**src/rtl/mem_read_arbiter_if.sv**
```systemverilog
// mem_read_arbiter_if
// Groups the requester, memory-read and write-through signals of the
// CPU/GPU memory read arbiter into one bundle.
//   slave  : the arbiter's view. It takes requests and memory responses,
//            and drives the acks, read data, memory strobes and timeout_err.
//   master : the environment's view. This is the CPU, GPU and memory side.
// Requester side : cpu_read/_addr/_data/_ack, gpu_read/_addr/_data/_ack
// Write channel  : cpu_write/_addr/_data -> mem_write/_addr/_data
// Memory side    : mem_read, mem_read_addr, mem_read_data, mem_read_ack
// Status         : timeout_err
interface mem_read_arbiter_if #(
   parameter int ADDR_W = 12,
   parameter int DATA_W = 8
);
   logic              cpu_read;
   logic [ADDR_W-1:0] cpu_read_addr;
   logic [DATA_W-1:0] cpu_read_data;
   logic              cpu_read_ack;
   logic              gpu_read;
   logic [ADDR_W-1:0] gpu_read_addr;
   logic [DATA_W-1:0] gpu_read_data;
   logic              gpu_read_ack;
   logic              cpu_write;
   logic [ADDR_W-1:0] cpu_write_addr;
   logic [DATA_W-1:0] cpu_write_data;
   logic              mem_read;
   logic [ADDR_W-1:0] mem_read_addr;
   logic [DATA_W-1:0] mem_read_data;
   logic              mem_read_ack;
   logic              mem_write;
   logic [ADDR_W-1:0] mem_write_addr;
   logic [DATA_W-1:0] mem_write_data;
   logic              timeout_err;

   modport slave (
      input  cpu_read, cpu_read_addr, gpu_read, gpu_read_addr,
      input  cpu_write, cpu_write_addr, cpu_write_data,
      input  mem_read_data, mem_read_ack,
      output cpu_read_data, cpu_read_ack, gpu_read_data, gpu_read_ack,
      output mem_read, mem_read_addr, mem_write, mem_write_addr, mem_write_data,
      output timeout_err
   );

   modport master (
      output cpu_read, cpu_read_addr, gpu_read, gpu_read_addr,
      output cpu_write, cpu_write_addr, cpu_write_data,
      output mem_read_data, mem_read_ack,
      input  cpu_read_data, cpu_read_ack, gpu_read_data, gpu_read_ack,
      input  mem_read, mem_read_addr, mem_write, mem_write_addr, mem_write_data,
      input  timeout_err
   );
endinterface

```
**src/rtl/mem_read_arbiter.sv**
```systemverilog
// mem_read_arbiter
// Shares one memory read port between the CPU and the GPU. Only one read is
// outstanding at a time. Grants use a round-robin pointer, and a watchdog
// force-completes a read if memory never answers. The CPU write channel
// passes straight through to memory. In IDLE, a CPU write blocks any read
// grant for that cycle, so a write is issued before a read in the same cycle.
// Ports:
//   clk   : system clock, rising edge
//   rst_n : asynchronous active-low reset
//   bus   : mem_read_arbiter_if.slave (requesters, memory, write channel)
// Parameters: ADDR_W, DATA_W, TIMEOUT (max WAIT cycles, 1..65535)
module mem_read_arbiter #(
   parameter int ADDR_W  = 12,
   parameter int DATA_W  = 8,
   parameter int TIMEOUT = 255
) (
   input logic               clk,
   input logic               rst_n,
   mem_read_arbiter_if.slave bus
);
   localparam logic [1:0] ST_IDLE  = 2'd0;
   localparam logic [1:0] ST_ISSUE = 2'd1;
   localparam logic [1:0] ST_WAIT  = 2'd2;
   localparam logic [1:0] ST_RESP  = 2'd3;

   localparam logic [15:0] CNT_LAST = 16'(TIMEOUT - 1);

   logic [1:0]        state_q, state_d;
   logic              owner_q, owner_d;   // 0 = CPU, 1 = GPU
   logic              prio_q, prio_d;     // 0 = CPU, 1 = GPU
   logic [ADDR_W-1:0] addr_q, addr_d;
   logic [15:0]       cnt_q, cnt_d;
   logic [DATA_W-1:0] cpu_data_q, cpu_data_d;
   logic [DATA_W-1:0] gpu_data_q, gpu_data_d;
   logic              cpu_ack_q, cpu_ack_d;
   logic              gpu_ack_q, gpu_ack_d;
   logic              mem_rd_q, mem_rd_d;
   // timeout_err_q is high only in RESP, so it also serves as the timeout flag.
   logic              timeout_err_q, timeout_err_d;
   logic              grant_gpu_s;

   // Next-state logic: arbitration, read sequencing and the watchdog.
   always_comb begin
      state_d       = state_q;
      owner_d       = owner_q;
      prio_d        = prio_q;
      addr_d        = addr_q;
      cnt_d         = cnt_q;
      cpu_data_d    = cpu_data_q;
      gpu_data_d    = gpu_data_q;
      cpu_ack_d     = 1'b0;
      gpu_ack_d     = 1'b0;
      mem_rd_d      = 1'b0;
      timeout_err_d = 1'b0;
      // The GPU wins if it is the only requester, or if both request and the pointer names the GPU.
      grant_gpu_s   = bus.gpu_read && (!bus.cpu_read || prio_q);

      case (state_q)
         ST_IDLE: begin
            if ((bus.cpu_read || bus.gpu_read) && !bus.cpu_write) begin
               owner_d  = grant_gpu_s;
               addr_d   = grant_gpu_s ? bus.gpu_read_addr : bus.cpu_read_addr;
               mem_rd_d = 1'b1;
               state_d  = ST_ISSUE;
            end else begin
               state_d  = ST_IDLE;
            end
         end
         ST_ISSUE, ST_WAIT: begin
            if (bus.mem_read_ack) begin
               // Zero-latency memory may ack while still in ISSUE.
               if (owner_q) begin
                  gpu_data_d = bus.mem_read_data;
               end else begin
                  cpu_data_d = bus.mem_read_data;
               end
               cpu_ack_d = !owner_q;
               gpu_ack_d = owner_q;
               state_d   = ST_RESP;
            end else if (state_q == ST_ISSUE) begin
               cnt_d   = 16'd0;
               state_d = ST_WAIT;
            end else if (cnt_q == CNT_LAST) begin
               if (owner_q) begin
                  gpu_data_d = {DATA_W{1'b0}};
               end else begin
                  cpu_data_d = {DATA_W{1'b0}};
               end
               cpu_ack_d     = !owner_q;
               gpu_ack_d     = owner_q;
               timeout_err_d = 1'b1;
               state_d       = ST_RESP;
            end else begin
               cnt_d = cnt_q + 16'd1;
            end
         end
         ST_RESP: begin
            prio_d  = !owner_q;
            state_d = ST_IDLE;
         end
         default: begin
            state_d = ST_IDLE;
         end
      endcase
   end

   // State and output registers.
   always_ff @(posedge clk or negedge rst_n) begin
      if (!rst_n) begin
         state_q       <= ST_IDLE;
         owner_q       <= 1'b0;
         prio_q        <= 1'b0;
         addr_q        <= {ADDR_W{1'b0}};
         cnt_q         <= 16'd0;
         cpu_data_q    <= {DATA_W{1'b0}};
         gpu_data_q    <= {DATA_W{1'b0}};
         cpu_ack_q     <= 1'b0;
         gpu_ack_q     <= 1'b0;
         mem_rd_q      <= 1'b0;
         timeout_err_q <= 1'b0;
      end else begin
         state_q       <= state_d;
         owner_q       <= owner_d;
         prio_q        <= prio_d;
         addr_q        <= addr_d;
         cnt_q         <= cnt_d;
         cpu_data_q    <= cpu_data_d;
         gpu_data_q    <= gpu_data_d;
         cpu_ack_q     <= cpu_ack_d;
         gpu_ack_q     <= gpu_ack_d;
         mem_rd_q      <= mem_rd_d;
         timeout_err_q <= timeout_err_d;
      end
   end

   assign bus.cpu_read_data  = cpu_data_q;
   assign bus.cpu_read_ack   = cpu_ack_q;
   assign bus.gpu_read_data  = gpu_data_q;
   assign bus.gpu_read_ack   = gpu_ack_q;
   assign bus.mem_read       = mem_rd_q;
   assign bus.mem_read_addr  = addr_q;
   assign bus.timeout_err    = timeout_err_q;

   // The write channel is never stalled or reordered.
   assign bus.mem_write      = bus.cpu_write;
   assign bus.mem_write_addr = bus.cpu_write_addr;
   assign bus.mem_write_data = bus.cpu_write_data;
endmodule

```
**src/flat_wrapper.sv**
```systemverilog
// flat-port wrapper written by rule: the top's interface ports become plain ports
module mem_read_arbiter_flat 
#(
   parameter int ADDR_W  = 12,
   parameter int DATA_W  = 8,
   parameter int TIMEOUT = 255
)
  (clk, rst_n, bus_cpu_read, bus_cpu_read_addr, bus_gpu_read, bus_gpu_read_addr, bus_cpu_write, bus_cpu_write_addr, bus_cpu_write_data, bus_mem_read_data, bus_mem_read_ack, bus_cpu_read_data, bus_cpu_read_ack, bus_gpu_read_data, bus_gpu_read_ack, bus_mem_read, bus_mem_read_addr, bus_mem_write, bus_mem_write_addr, bus_mem_write_data, bus_timeout_err);
  mem_read_arbiter_if #(.ADDR_W(ADDR_W), .DATA_W(DATA_W)) bus_i ();
  input logic clk;
  input logic rst_n;
  input wire logic [$bits(bus_i.cpu_read)-1:0] bus_cpu_read;
  input wire logic [$bits(bus_i.cpu_read_addr)-1:0] bus_cpu_read_addr;
  input wire logic [$bits(bus_i.gpu_read)-1:0] bus_gpu_read;
  input wire logic [$bits(bus_i.gpu_read_addr)-1:0] bus_gpu_read_addr;
  input wire logic [$bits(bus_i.cpu_write)-1:0] bus_cpu_write;
  input wire logic [$bits(bus_i.cpu_write_addr)-1:0] bus_cpu_write_addr;
  input wire logic [$bits(bus_i.cpu_write_data)-1:0] bus_cpu_write_data;
  input wire logic [$bits(bus_i.mem_read_data)-1:0] bus_mem_read_data;
  input wire logic [$bits(bus_i.mem_read_ack)-1:0] bus_mem_read_ack;
  output wire logic [$bits(bus_i.cpu_read_data)-1:0] bus_cpu_read_data;
  output wire logic [$bits(bus_i.cpu_read_ack)-1:0] bus_cpu_read_ack;
  output wire logic [$bits(bus_i.gpu_read_data)-1:0] bus_gpu_read_data;
  output wire logic [$bits(bus_i.gpu_read_ack)-1:0] bus_gpu_read_ack;
  output wire logic [$bits(bus_i.mem_read)-1:0] bus_mem_read;
  output wire logic [$bits(bus_i.mem_read_addr)-1:0] bus_mem_read_addr;
  output wire logic [$bits(bus_i.mem_write)-1:0] bus_mem_write;
  output wire logic [$bits(bus_i.mem_write_addr)-1:0] bus_mem_write_addr;
  output wire logic [$bits(bus_i.mem_write_data)-1:0] bus_mem_write_data;
  output wire logic [$bits(bus_i.timeout_err)-1:0] bus_timeout_err;
  assign bus_i.cpu_read = bus_cpu_read;
  assign bus_i.cpu_read_addr = bus_cpu_read_addr;
  assign bus_i.gpu_read = bus_gpu_read;
  assign bus_i.gpu_read_addr = bus_gpu_read_addr;
  assign bus_i.cpu_write = bus_cpu_write;
  assign bus_i.cpu_write_addr = bus_cpu_write_addr;
  assign bus_i.cpu_write_data = bus_cpu_write_data;
  assign bus_i.mem_read_data = bus_mem_read_data;
  assign bus_i.mem_read_ack = bus_mem_read_ack;
  assign bus_cpu_read_data = bus_i.cpu_read_data;
  assign bus_cpu_read_ack = bus_i.cpu_read_ack;
  assign bus_gpu_read_data = bus_i.gpu_read_data;
  assign bus_gpu_read_ack = bus_i.gpu_read_ack;
  assign bus_mem_read = bus_i.mem_read;
  assign bus_mem_read_addr = bus_i.mem_read_addr;
  assign bus_mem_write = bus_i.mem_write;
  assign bus_mem_write_addr = bus_i.mem_write_addr;
  assign bus_mem_write_data = bus_i.mem_write_data;
  assign bus_timeout_err = bus_i.timeout_err;
  mem_read_arbiter #(.ADDR_W(ADDR_W), .DATA_W(DATA_W), .TIMEOUT(TIMEOUT)) u_core (.clk(clk), .rst_n(rst_n), .bus(bus_i));
endmodule
```
**config.mk**
```make
export PLATFORM = sky130hd
export DESIGN_NAME = mem_read_arbiter_flat
export DESIGN_NICKNAME = d
export VERILOG_FILES = /design/src/rtl/mem_read_arbiter_if.sv /design/src/rtl/mem_read_arbiter.sv /design/src/flat_wrapper.sv
export SDC_FILE = /design/constraint.sdc
export NUM_CORES = 1
export LEC_CHECK = 0
export BUFFER_PORTS_ARGS = -buffer_cell sky130_fd_sc_hd__buf_2
export CAP_MARGIN = 40
export CORE_ASPECT_RATIO = 0.6
export CORE_UTILIZATION = 52
export DETAILED_ROUTE_END_ITERATION = 12
export HOLD_SLACK_MARGIN = 0.06
export PLACE_DENSITY = 0.87
export SYNTH_ARGS = -nofsm -noshare
export SYNTH_HDL_FRONTEND = slang
export SYNTH_SLANG_ARGS = --single-unit
```
**constraint.sdc**
```tcl
create_clock -name clk -period 4.65 [get_ports clk]
set_clock_uncertainty 0.05 [all_clocks]
set_input_delay 0.6975 -clock clk [delete_from_list [all_inputs] [get_ports clk]]
set_output_delay 0.6975 -clock clk [all_outputs]
set_load 0.01 [all_outputs]
```
==> results of run 1 <==
[per-stage QoR]
step	total power, W	instances
5_1_grt	0.00173	378
2_1_floorplan	0.00112	266
4_1_cts	0.00162	378
3_5_place_dp	0.00134	370
3_3_place_gp	0.00131	369
6_report	0.00161	378
[cell type report]
class | count | share of cell area
Timing Repair Buffer | 74 | 0.125
Multi-Input combinational cell | 163 | 0.366
Clock buffer | 6 | 0.0273
Clock inverter | 2 | 0.00454
Tap cell | 63 | 0.0260
Sequential cell | 52 | 0.430
Inverter | 18 | 0.0223
[layer usage]
layer	track usage	vias to the layer above	share of wire
li1	-	1036	-
met1	0.324	1057	0.45
met2	0.330	118	0.43
met3	0.0814	18	0.092
met4	0.0909	0	0.021
met5	0	-	0
[how the worst max path moves through the flow]
stage                               start                          end  cells after the start
final                     u_core.cnt_q[8]  u_core.bus.cpu_read_data[2]                      5
after global routing      u_core.cnt_q[8]              u_core.cnt_q[8]                      4
after CTS                 u_core.cnt_q[8]  u_core.bus.gpu_read_data[3]                      4
after detailed placement  u_core.cnt_q[8]  u_core.bus.gpu_read_data[3]                      4
after global placement    u_core.cnt_q[8]              u_core.cnt_q[5]                      4
after floorplan           u_core.cnt_q[8]  u_core.bus.gpu_read_data[0]                      6
[worst max-delay path, cell delays in order (launching register included)]
cell,delay [ns]
dfrtp_1,0.46
or4_4,0.57
or4_4,0.58
a211oi_1,0.28
buf_4,0.25
mux2i_1,0.25
[cells in the mapped netlist (4+ instances only)]
master    instances  area share
a22o_1            8       0.026
a31oi_1           5       0.012
and3_1            7       0.016
and4_1            4       0.013
buf_4            22       0.061
clkbuf_1          9       0.013
dfrtp_1          52        0.48
ha_1              6       0.028
inv_1            18       0.025
mux2i_1          20       0.074
nand2_1          32       0.045
nand3_1           7       0.013
nand4_1           5       0.012
nor2_1            4      0.0056
nor4_1            4      0.0093
o21ai_0          22       0.041
o31ai_1           6       0.017
[layout by cell type (no fill, tap or decap), types with 4 or more instances in the layout]
cell / instances
nor4_1: 4
dfrtp_1: 52
a31oi_1: 5
and3_1: 7
mux2i_1: 20
buf_2: 71
nor2_1: 4
clkbuf_8: 6
o31ai_1: 6
nand3_1: 7
nand4_1: 5
nand2_1: 32
inv_1: 18
and4_1: 4
o21ai_0: 22
a22o_1: 8
ha_1: 6
[logic make-up after synthesis]
logic type	after synthesis	synth area share
buffers and inverters	51	0.107
AND/OR/NAND/NOR	75	0.147
flip-flops	52	0.482
multiplexers	21	0.0784
AO/OA/AOI/OAI	61	0.158
adder cells (fa/ha/maj)	6	0.0278
[sequential cells by signal (all words and copies together) (netlist names), 2 cells and up]
name / flops
u_core.bus.mem_read_addr: 12
u_core.state_q: 2
u_core.bus.cpu_read_data: 8
u_core.bus.gpu_read_data: 8
u_core.cnt_q: 16
[power by group through the flow]
stage / sequential [W] / clock, W / combinational (W)
after global placement: 0.000707 / 0 / 0.000606
after floorplan: 0.000751 / 0 / 0.000366
after global routing: 0.000725 / 0.000298 / 0.000702
after detailed placement: 0.000712 / 0 / 0.000630
after CTS: 0.000707 / 0.000279 / 0.000631
final: 0.000708 / 0.000273 / 0.000634
==> reports/metrics.cfg, run 1 <==
[status]
outcome=complete, no violations

[logic_synthesis]
synth_warnings=0
synth-main-ff-cell=dfrtp_1
synthCells=266
syn_area_sq_um=2700
syn_area_per_cell_sq_um=10.1
async_reset_ff_frac=1.00
synth_fp_nets=330
synth_edf_count=0
ys_types=39
ys_seq_area_frac=0.482
ys_ff_latch=52

[grt]
grt_use_total=0.232
grt_max_degree=53
antenna_found_initial=0
grt_pass1_wl_mm=9.53
grt_pass1_vias=2036
grt-ovfl-total=0

[die]
placementRows=19
die-width_microns=95.0
start_util=0.565
core_sq_um=4780
die_y_microns=57.8
ios=111
die_area_sq_um=5490

[setup_path]
rr_endpoint=u_core.bus.cpu_read_data[2]
rr_worst_depth=5
setup.worst_path.end_class=register
start_kind=register
r2r_slack_ns=2.13
crit_arrival_ns=2.70
critical_path_class=register to register
critPathRequiredTime_ns=4.83
path_max_fanout=10
timing.rr.start=u_core.cnt_q[8]

[sta]
fin_crit_sh=0.541
setup-tns-final_ns=0
rsz0062_at_grt=false
drv_slew=0
hold_slack_ns=0.433
fin_ws_ns=2.13
max-slew-margin-rel=0.386
setup_viol=0
min_period_ns=2.52
fmax_mhz=397
worst_slew_pin_slew_ns=0.915
hold_viol=0

[final_layout]
final_core_util=0.634
drive_gt1_frac=0.279
multiInputGateArea_sq_um=1110
fillCellCount=372
final_area_sq_um=3030
seq_area_sq_um=1300
area_growth_pct=12.3
fin_nets=378
diodes=0

[clocking]
worstSkewPairLatency_ns=0.32
cts_tree=built
cts_resized=0
cts_buffers=5
clk_pin_slew_ns=0.09
cts_hold_buf=0
post-cts-setup-buffer-count=0
cts_buffer_depth=2
htreeDepth=2
cts.sink_count=52
cts_root_buf=clkbuf_8

[detailed_routing]
viasPerCell=5.90
avgRoutedWirePerCell_microns=15.6
drcViolationCount=0
num_vias=2229
drt-total-wl_mm=5.90
drt-initial-drc-count=145
drtAntennaViolNets=0
dr.pass1.iters=4

[pwr]
power_per_cell_area_nw_per_um2=533
p_int_w=0.000988
seq_power_share=0.438
power_leakage_nw=1.56
swShare=0.388
comb_power_share=0.392
vdd_drop_max_uv=317
clkPwrFrac=0.169
power_switching_w=0.000626

[place]
gp_congestion=0.908
post-place-ws_ns=2.16
io_buffers=70
dp_hpwl_mm=4.30
placed_cell_area_sq_um=2930

[min_path]
hold_path_class=input pin to async pin

[flow_run]
cap_violations=0

Power figures use the tool's default switching activity.
==> run 2, diff against run 1 <==
--- a/config.mk
+++ b/config.mk
@@ -8,10 +8,10 @@
 export BUFFER_PORTS_ARGS = -buffer_cell sky130_fd_sc_hd__buf_2
 export CAP_MARGIN = 40
 export CORE_ASPECT_RATIO = 0.6
-export CORE_UTILIZATION = 52
+export CORE_UTILIZATION = 48
 export DETAILED_ROUTE_END_ITERATION = 12
 export HOLD_SLACK_MARGIN = 0.06
-export PLACE_DENSITY = 0.87
+export PLACE_DENSITY = 0.82
 export SYNTH_ARGS = -nofsm -noshare
 export SYNTH_HDL_FRONTEND = slang
 export SYNTH_SLANG_ARGS = --single-unit
==> constraint.sdc (replaced) <==
create_clock -name clk -period 2.5 [get_ports clk]
set_clock_uncertainty 0.05 [all_clocks]
set_input_delay 0.375 -clock clk [delete_from_list [all_inputs] [get_ports clk]]
set_output_delay 0.375 -clock clk [all_outputs]
set_load 0.01 [all_outputs]
==> reports/metrics.cfg, run 2 (synthesis gave the netlist of run 1 again) <==
[detailed_routing]
drtAntennaViolNets=0  ; unchanged
avgRoutedWirePerCell_microns=14.7  ; -6.1%
dr.pass1.iters=5  ; +1
drcViolationCount=0  ; unchanged
viasPerCell=5.72  ; -2.9%
drt-total-wl_mm=5.70  ; -3.3%
num_vias=2227  ; -0.090%
drt-initial-drc-count=156  ; +7.6%

[die]
die_area_sq_um=5930  ; +8.1%
die_y_microns=60.1  ; +3.9%
placementRows=20  ; +1
start_util=0.516  ; -0.0488
core_sq_um=5230  ; +9.5%
die-width_microns=98.8  ; +4.0%
ios=111  ; unchanged

[final_layout]
drive_gt1_frac=0.291  ; +0.0117
top_register=u_core.cnt_q
largest_reg_flops=16  ; unchanged
layout.cells.non_filler=389  ; +2.9%
fin_nets=386  ; +2.1%
mostFrequentLayoutCell=buf_2
fillCellCount=440  ; +18%
seq_area_sq_um=1300  ; unchanged
layout_common_cells=70 x buf_2, 52 x dfrtp_1, 32 x nand2_1
diodes=0  ; unchanged
area_growth_pct=14.5
multiInputGateArea_sq_um=1110  ; unchanged
final_core_util=0.591  ; -0.0433

[sta]
fmax_mhz=427  ; +7.3%
setup_viol=0  ; unchanged
worst_slew_pin_slew_ns=0.877  ; -0.0378 ns
max-slew-margin-rel=0.411  ; +0.0254
setup-tns-final_ns=0  ; unchanged
fin_crit_sh=0.938  ; +0.397
min_period_ns=2.34  ; -0.172 ns
drv_slew=0  ; unchanged
rsz0062_at_grt=false
hold_viol=0  ; unchanged

[grt]
grt_pass1_wl_mm=9.65  ; +1.3%
grt-ovfl-total=0  ; unchanged
grt_max_degree=53  ; unchanged
grt_use_met3=0.0538  ; -0.0276
grt_busiest_layer=met1
grt_use_total=0.217  ; -0.0145
antenna_found_initial=0  ; unchanged
grt_pass1_vias=2023  ; -0.64%
met2_usage=0.309  ; -0.0212
grtUsageMet1=0.319  ; -0.00566

[clocking]
cts.sink_count=52  ; unchanged
cts_hold_buf=0  ; unchanged
cts_buffers=5  ; unchanged
post-cts-setup-buffer-count=0  ; unchanged
cts_tree=built
clk_pin_slew_ns=0.09  ; about the same
htreeDepth=2  ; unchanged
cts_buffer_depth=2  ; unchanged
cts_resized=0  ; unchanged
cts_root_buf=clkbuf_8
worstSkewPairLatency_ns=0.30  ; -0.02 ns

[setup_path]
critPathRequiredTime_ns=2.64  ; -2.19 ns
setup.worst_path.end_class=register
critical_path_class=register to register
path_max_fanout=9  ; -1
r2r_slack_ns=0.16  ; -1.98 ns
crit_arrival_ns=2.49  ; -0.21 ns
start_kind=register

[flow_run]
cap_violations=0  ; unchanged

[place]
gp_congestion=0.884  ; -2.7%
placed_cells=381  ; +3.0%
io_buffers=70  ; unchanged
dp_hpwl_mm=4.31  ; +0.36%

[pwr]
total_power_w=0.00300  ; +86%
power_leakage_nw=1.59  ; +2.1%
vdd_drop_max_uv=535  ; +69%
power_per_cell_area_nw_per_um2=971  ; +82%

[min_path]
hold_path_class=input pin to async pin

[status]
outcome=complete, no violations

==> run 2: where the power goes <==
group	internal, W	switching, W	leakage (nW)
Combinational	0.000527	0.000689	0.875
Sequential	0.00112	0.000184	0.671
Clock	0.000226	0.000251	0.0455
Total	0.00188	0.00112	1.59
==> run 2: final timing paths <==
check | start | to | cells past startpoint
hold / removal | rst_n | u_core.bus.cpu_read_ack | 2
setup / recovery | u_core.cnt_q[9] | u_core.bus.gpu_read_data[2] | 4
min in group clk | bus_mem_read_data[3] | u_core.bus.gpu_read_data[3] | 2
max in group asynchronous | rst_n | u_core.cnt_q[1] | 2
setup reg to reg | u_core.cnt_q[9] | u_core.bus.gpu_read_data[2] | 4
hold reg to reg | u_core.bus.mem_read_addr[2] | u_core.bus.mem_read_addr[2] | 2
==> run 2: layout make-up <==
type	count	area share
well taps	66	0.0267
inverters	18	0.0219
multi-input cells	163	0.358
flip-flops and latches	52	0.421
repair buffers	82	0.143
clock buffers	8	0.0292
==> run 2: worst max-delay path, cell delays in order (launching register included) <==
cell and delay [ns]:
dfrtp_1 0.44, or4_4 0.54, or4_4 0.50, a211o_1 0.43, a22o_1 0.28
==> run 2: through the flow <==
| step | hold slack [ns] | setup slack [ns] | cell area (sq um) |
|---|---|---|---|
| after floorplan | 0.0294 | 0.111 | 2700 |
| after detailed placement | 0.417 | 0.168 | 3000 |
| after global placement | 0.408 | 0.201 | 3000 |
| after CTS | 0.140 | 0.155 | 3090 |
| final | 0.109 | 0.156 | 3090 |
| after global routing | 0.170 | 0.0443 | 3090 |
==> run 2: per-layer routing <==
layer / up-vias / part of all wire
li1: 1056 / -
met1: 1052 / 0.49
met2: 109 / 0.40
met3: 10 / 0.091
met4: 0 / 0.015
met5: - / 0
==> run 3, diff against run 2 <==
--- a/config.mk
+++ b/config.mk
@@ -5,10 +5,11 @@
 export SDC_FILE = /design/constraint.sdc
 export NUM_CORES = 1
 export LEC_CHECK = 0
+export ABC_AREA = 1
 export BUFFER_PORTS_ARGS = -buffer_cell sky130_fd_sc_hd__buf_2
 export CAP_MARGIN = 40
 export CORE_ASPECT_RATIO = 0.6
-export CORE_UTILIZATION = 48
+export CORE_UTILIZATION = 49
 export DETAILED_ROUTE_END_ITERATION = 12
 export HOLD_SLACK_MARGIN = 0.06
 export PLACE_DENSITY = 0.82
==> reports/metrics.cfg, run 3 <==
[setup_path]
path_max_fanout=24  ; +15
start_kind=register
slowest_stage=dfrtp_1
cpMostUsedCell=inv_1
setup.worst_path.end_class=register
max_stage_delay_ns=0.39  ; -0.15 ns
critPathRequiredTime_ns=2.67  ; +0.03 ns
r2r_slack_ns=0.60  ; +0.45 ns
cp_cell_sequence=inv_1 > ha_1 > inv_1 > nand3_1 > nand3_2 > o21ai_0
path_buf_inv=2  ; +2
critPathTopFamily=simple AND/OR/NAND/NOR gates
crit_arrival_ns=2.07  ; -0.42 ns
critical_path_class=register to register

[clocking]
post-cts-setup-buffer-count=0  ; unchanged
cts.sink_count=52  ; unchanged
cts_hold_buf=0  ; unchanged
cts_tree=built
worstSkewPairLatency_ns=0.31  ; about the same
cts_buffer_depth=2  ; unchanged
cts_resized=0  ; unchanged
htreeDepth=2  ; unchanged
cts_buffers=5  ; unchanged
clk_pin_slew_ns=0.09  ; about the same
cts_root_buf=clkbuf_8

[grt]
met2_usage=0.301  ; -0.00732
grt_busiest_layer=met2
grt_use_met3=0.0590  ; +0.00522
antenna_found_initial=0  ; unchanged
grt_use_total=0.202  ; -0.0147
grt-ovfl-total=0  ; unchanged
grt_max_degree=32  ; -40%
grt_pass1_vias=2052  ; +1.4%
grtUsageMet1=0.296  ; -0.0228
grt_pass1_wl_mm=9.51  ; -1.5%

[logic_synthesis]
synth_fp_nets=426  ; +29%
synth_xor_area_frac=0.0122  ; +0.0122
yosys.area.top_type=dfrtp_1
muxShareOfSynthArea=0  ; -0.0784
synthAdderAreaFrac=0.0262  ; -0.00162
synth_warnings=0  ; unchanged
synth_common_cells=104 x nand2_1, 52 x dfrtp_1, 40 x nor2_1
synthCells=362  ; +36%
yosysMostFrequentCell=nand2_1
synth-main-ff-cell=dfrtp_1
ys_ff_latch=52  ; unchanged
syn_area_per_cell_sq_um=7.91  ; -22%
synthTopCellsByArea=dfrtp_1 45%, nand2_1 14%, o21ai_0 6.6%, buf_4 6.0%, nor2_1 5.2%
synth_edf_count=0  ; unchanged
synth_top_area_share=0.454  ; -0.0280
synth_compound_area_frac=0.128  ; -0.0293
synth_top_family_by_area=simple AND/OR/NAND/NOR gates
syn_area_sq_um=2860  ; +6.2%
async_reset_ff_frac=1.00  ; unchanged
yosys.area_share.simple=0.260  ; +0.113
ys_seq_area_frac=0.454  ; -0.0280
ys_types=26  ; -33%

[sta]
worst_slew_pin_slew_ns=0.693  ; -0.184 ns
fin_crit_sh=0.759  ; -0.178
max-slew-margin-rel=0.538  ; +0.127
drv_slew=0  ; unchanged
setup-tns-final_ns=0  ; unchanged
rsz0062_at_grt=false
min_period_ns=1.90  ; -0.446 ns
fmax_mhz=527  ; +23%
setup_viol=0  ; unchanged
hold_viol=0  ; unchanged

[pwr]
vdd_drop_max_uv=458  ; -14%
p_int_w=0.00173  ; -7.9%
power_switching_w=0.00115  ; +2.6%
swShare=0.400  ; +0.0256
comb_power_share=0.400  ; -0.006
clkPwrFrac=0.160  ; about the same
seq_power_share=0.439  ; +0.004
power_leakage_nw=1.70  ; +6.9%
power_per_cell_area_nw_per_um2=898  ; -7.5%
total_power_w=0.00288  ; -4.0%

[detailed_routing]
drtAntennaViolNets=0  ; unchanged
drcViolationCount=0  ; unchanged
drt-total-wl_mm=5.94  ; +4.1%
avgRoutedWirePerCell_microns=12.1  ; -18%
num_vias=2402  ; +7.9%
drt-initial-drc-count=149  ; -4.5%
dr.pass1.iters=4  ; -1
viasPerCell=4.88  ; -15%

[final_layout]
mostFrequentLayoutCell=nand2_1
diodes=0  ; unchanged
largest_reg_flops=16  ; unchanged
area_growth_pct=11.9
fin_nets=476  ; +23%
final_core_util=0.573  ; -0.0179
drive_gt1_frac=0.267  ; -0.0240
top_register=u_core.cnt_q
layout_common_cells=104 x nand2_1, 70 x buf_2, 52 x dfrtp_1

[status]
outcome=complete, no violations

[place]
gp_congestion=0.913  ; +3.3%
dp_hpwl_mm=4.45  ; +3.1%
io_buffers=70  ; unchanged

[flow_run]
cap_violations=0  ; unchanged

[die]
die_y_microns=61.2  ; +1.9%
die_area_sq_um=6160  ; +3.9%
core_sq_um=5600  ; +7.0%
start_util=0.512  ; -0.00405
ios=111  ; unchanged
placementRows=21  ; +5.0%
die-width_microns=101  ; +1.9%

[min_path]
hold_path_class=input pin to async pin

[run 3: changes by cell type after synthesis, moves of 4 or more]
cell / previous run / this run
a22o_1: 8 / 0
a31oi_1: 5 / 0
and3_1: 7 / 0
and4_1: 4 / 0
clkbuf_1: 9 / 4
inv_1: 18 / 31
mux2i_1: 20 / 0
nand2_1: 32 / 104
nand2_2: 0 / 5
nand3_1: 7 / 15
nor2_1: 4 / 40
o21ai_0: 22 / 38
o21ai_2: 0 / 16
o31ai_1: 6 / 0
[run 3: path summary, 6_finish.rpt]
| kind | from | end | cells after the start |
|---|---|---|---|
| min in group clk | bus_gpu_read_addr[2] | u_core.bus.mem_read_addr[2] | 3 |
| max in group asynchronous | rst_n | u_core.bus.cpu_read_data[7] | 2 |
| hold / removal | rst_n | u_core.bus.mem_read_addr[8] | 1 |
| setup / recovery | u_core.state_q[1] | u_core.cnt_q[5] | 6 |
| hold reg to reg | u_core.bus.cpu_read_data[7] | u_core.bus.cpu_read_data[7] | 2 |
| setup reg to reg | u_core.state_q[1] | u_core.cnt_q[5] | 6 |
[run 3: cell type report]
| cell class | instances | area (sq um) |
|---|---|---|
| flip-flops and latches | 52 | 1300 |
| clock inverters | 2 | 12.5 |
| clock buffers | 5 | 68.8 |
| fillers | 538 | 2390 |
| repair buffers | 74 | 380 |
| well taps | 80 | 100 |
| inverters | 32 | 120 |
| multi-input cells | 247 | 1220 |
[run 3: cell families after synthesis]
group	Yosys count
buffers and inverters	63
XOR/XNOR	4
adder cells (fa/ha/maj)	6
AND/OR/NAND/NOR	176
flip-flops	52
AO/OA/AOI/OAI	61
[run 3: stage by stage]
step           cell area [sq um]  setup slack, ns  cells  hold WS, ns
2_1_floorplan               2860            0.912    362       0.0294
3_3_place_gp                3120            0.702    485        0.408
3_5_place_dp                3120            0.628    485        0.413
4_1_cts                     3210            0.612    492       0.0753
5_1_grt                     3210            0.369    492        0.103
6_report                    3210            0.602    492       0.0510
[run 3: power by group through the flow]
stage	clock (W)	sequential (W)	combinational (W)
3_5_place_dp	0	0.00128	0.00117
4_1_cts	0.000473	0.00127	0.00117
3_3_place_gp	0	0.00127	0.00113
5_1_grt	0.000498	0.00130	0.00133
2_1_floorplan	0	0.00137	0.000728
6_report	0.000462	0.00127	0.00115
[run 3: per-layer routing]
layer / share of wire / up-vias
met2: 0.42 / 78
li1: - / 1219
met1: 0.51 / 1100
met4: 0.0066 / 0
met3: 0.061 / 5
met5: 0 / -
[run 3: worst reg2reg max path: stages (launching register included)]
cell and delay [ns]:
dfrtp_1 0.39, inv_1 0.12, ha_1 0.24, inv_1 0.18, nand3_1 0.15, nand3_2 0.37, o21ai_0 0.31
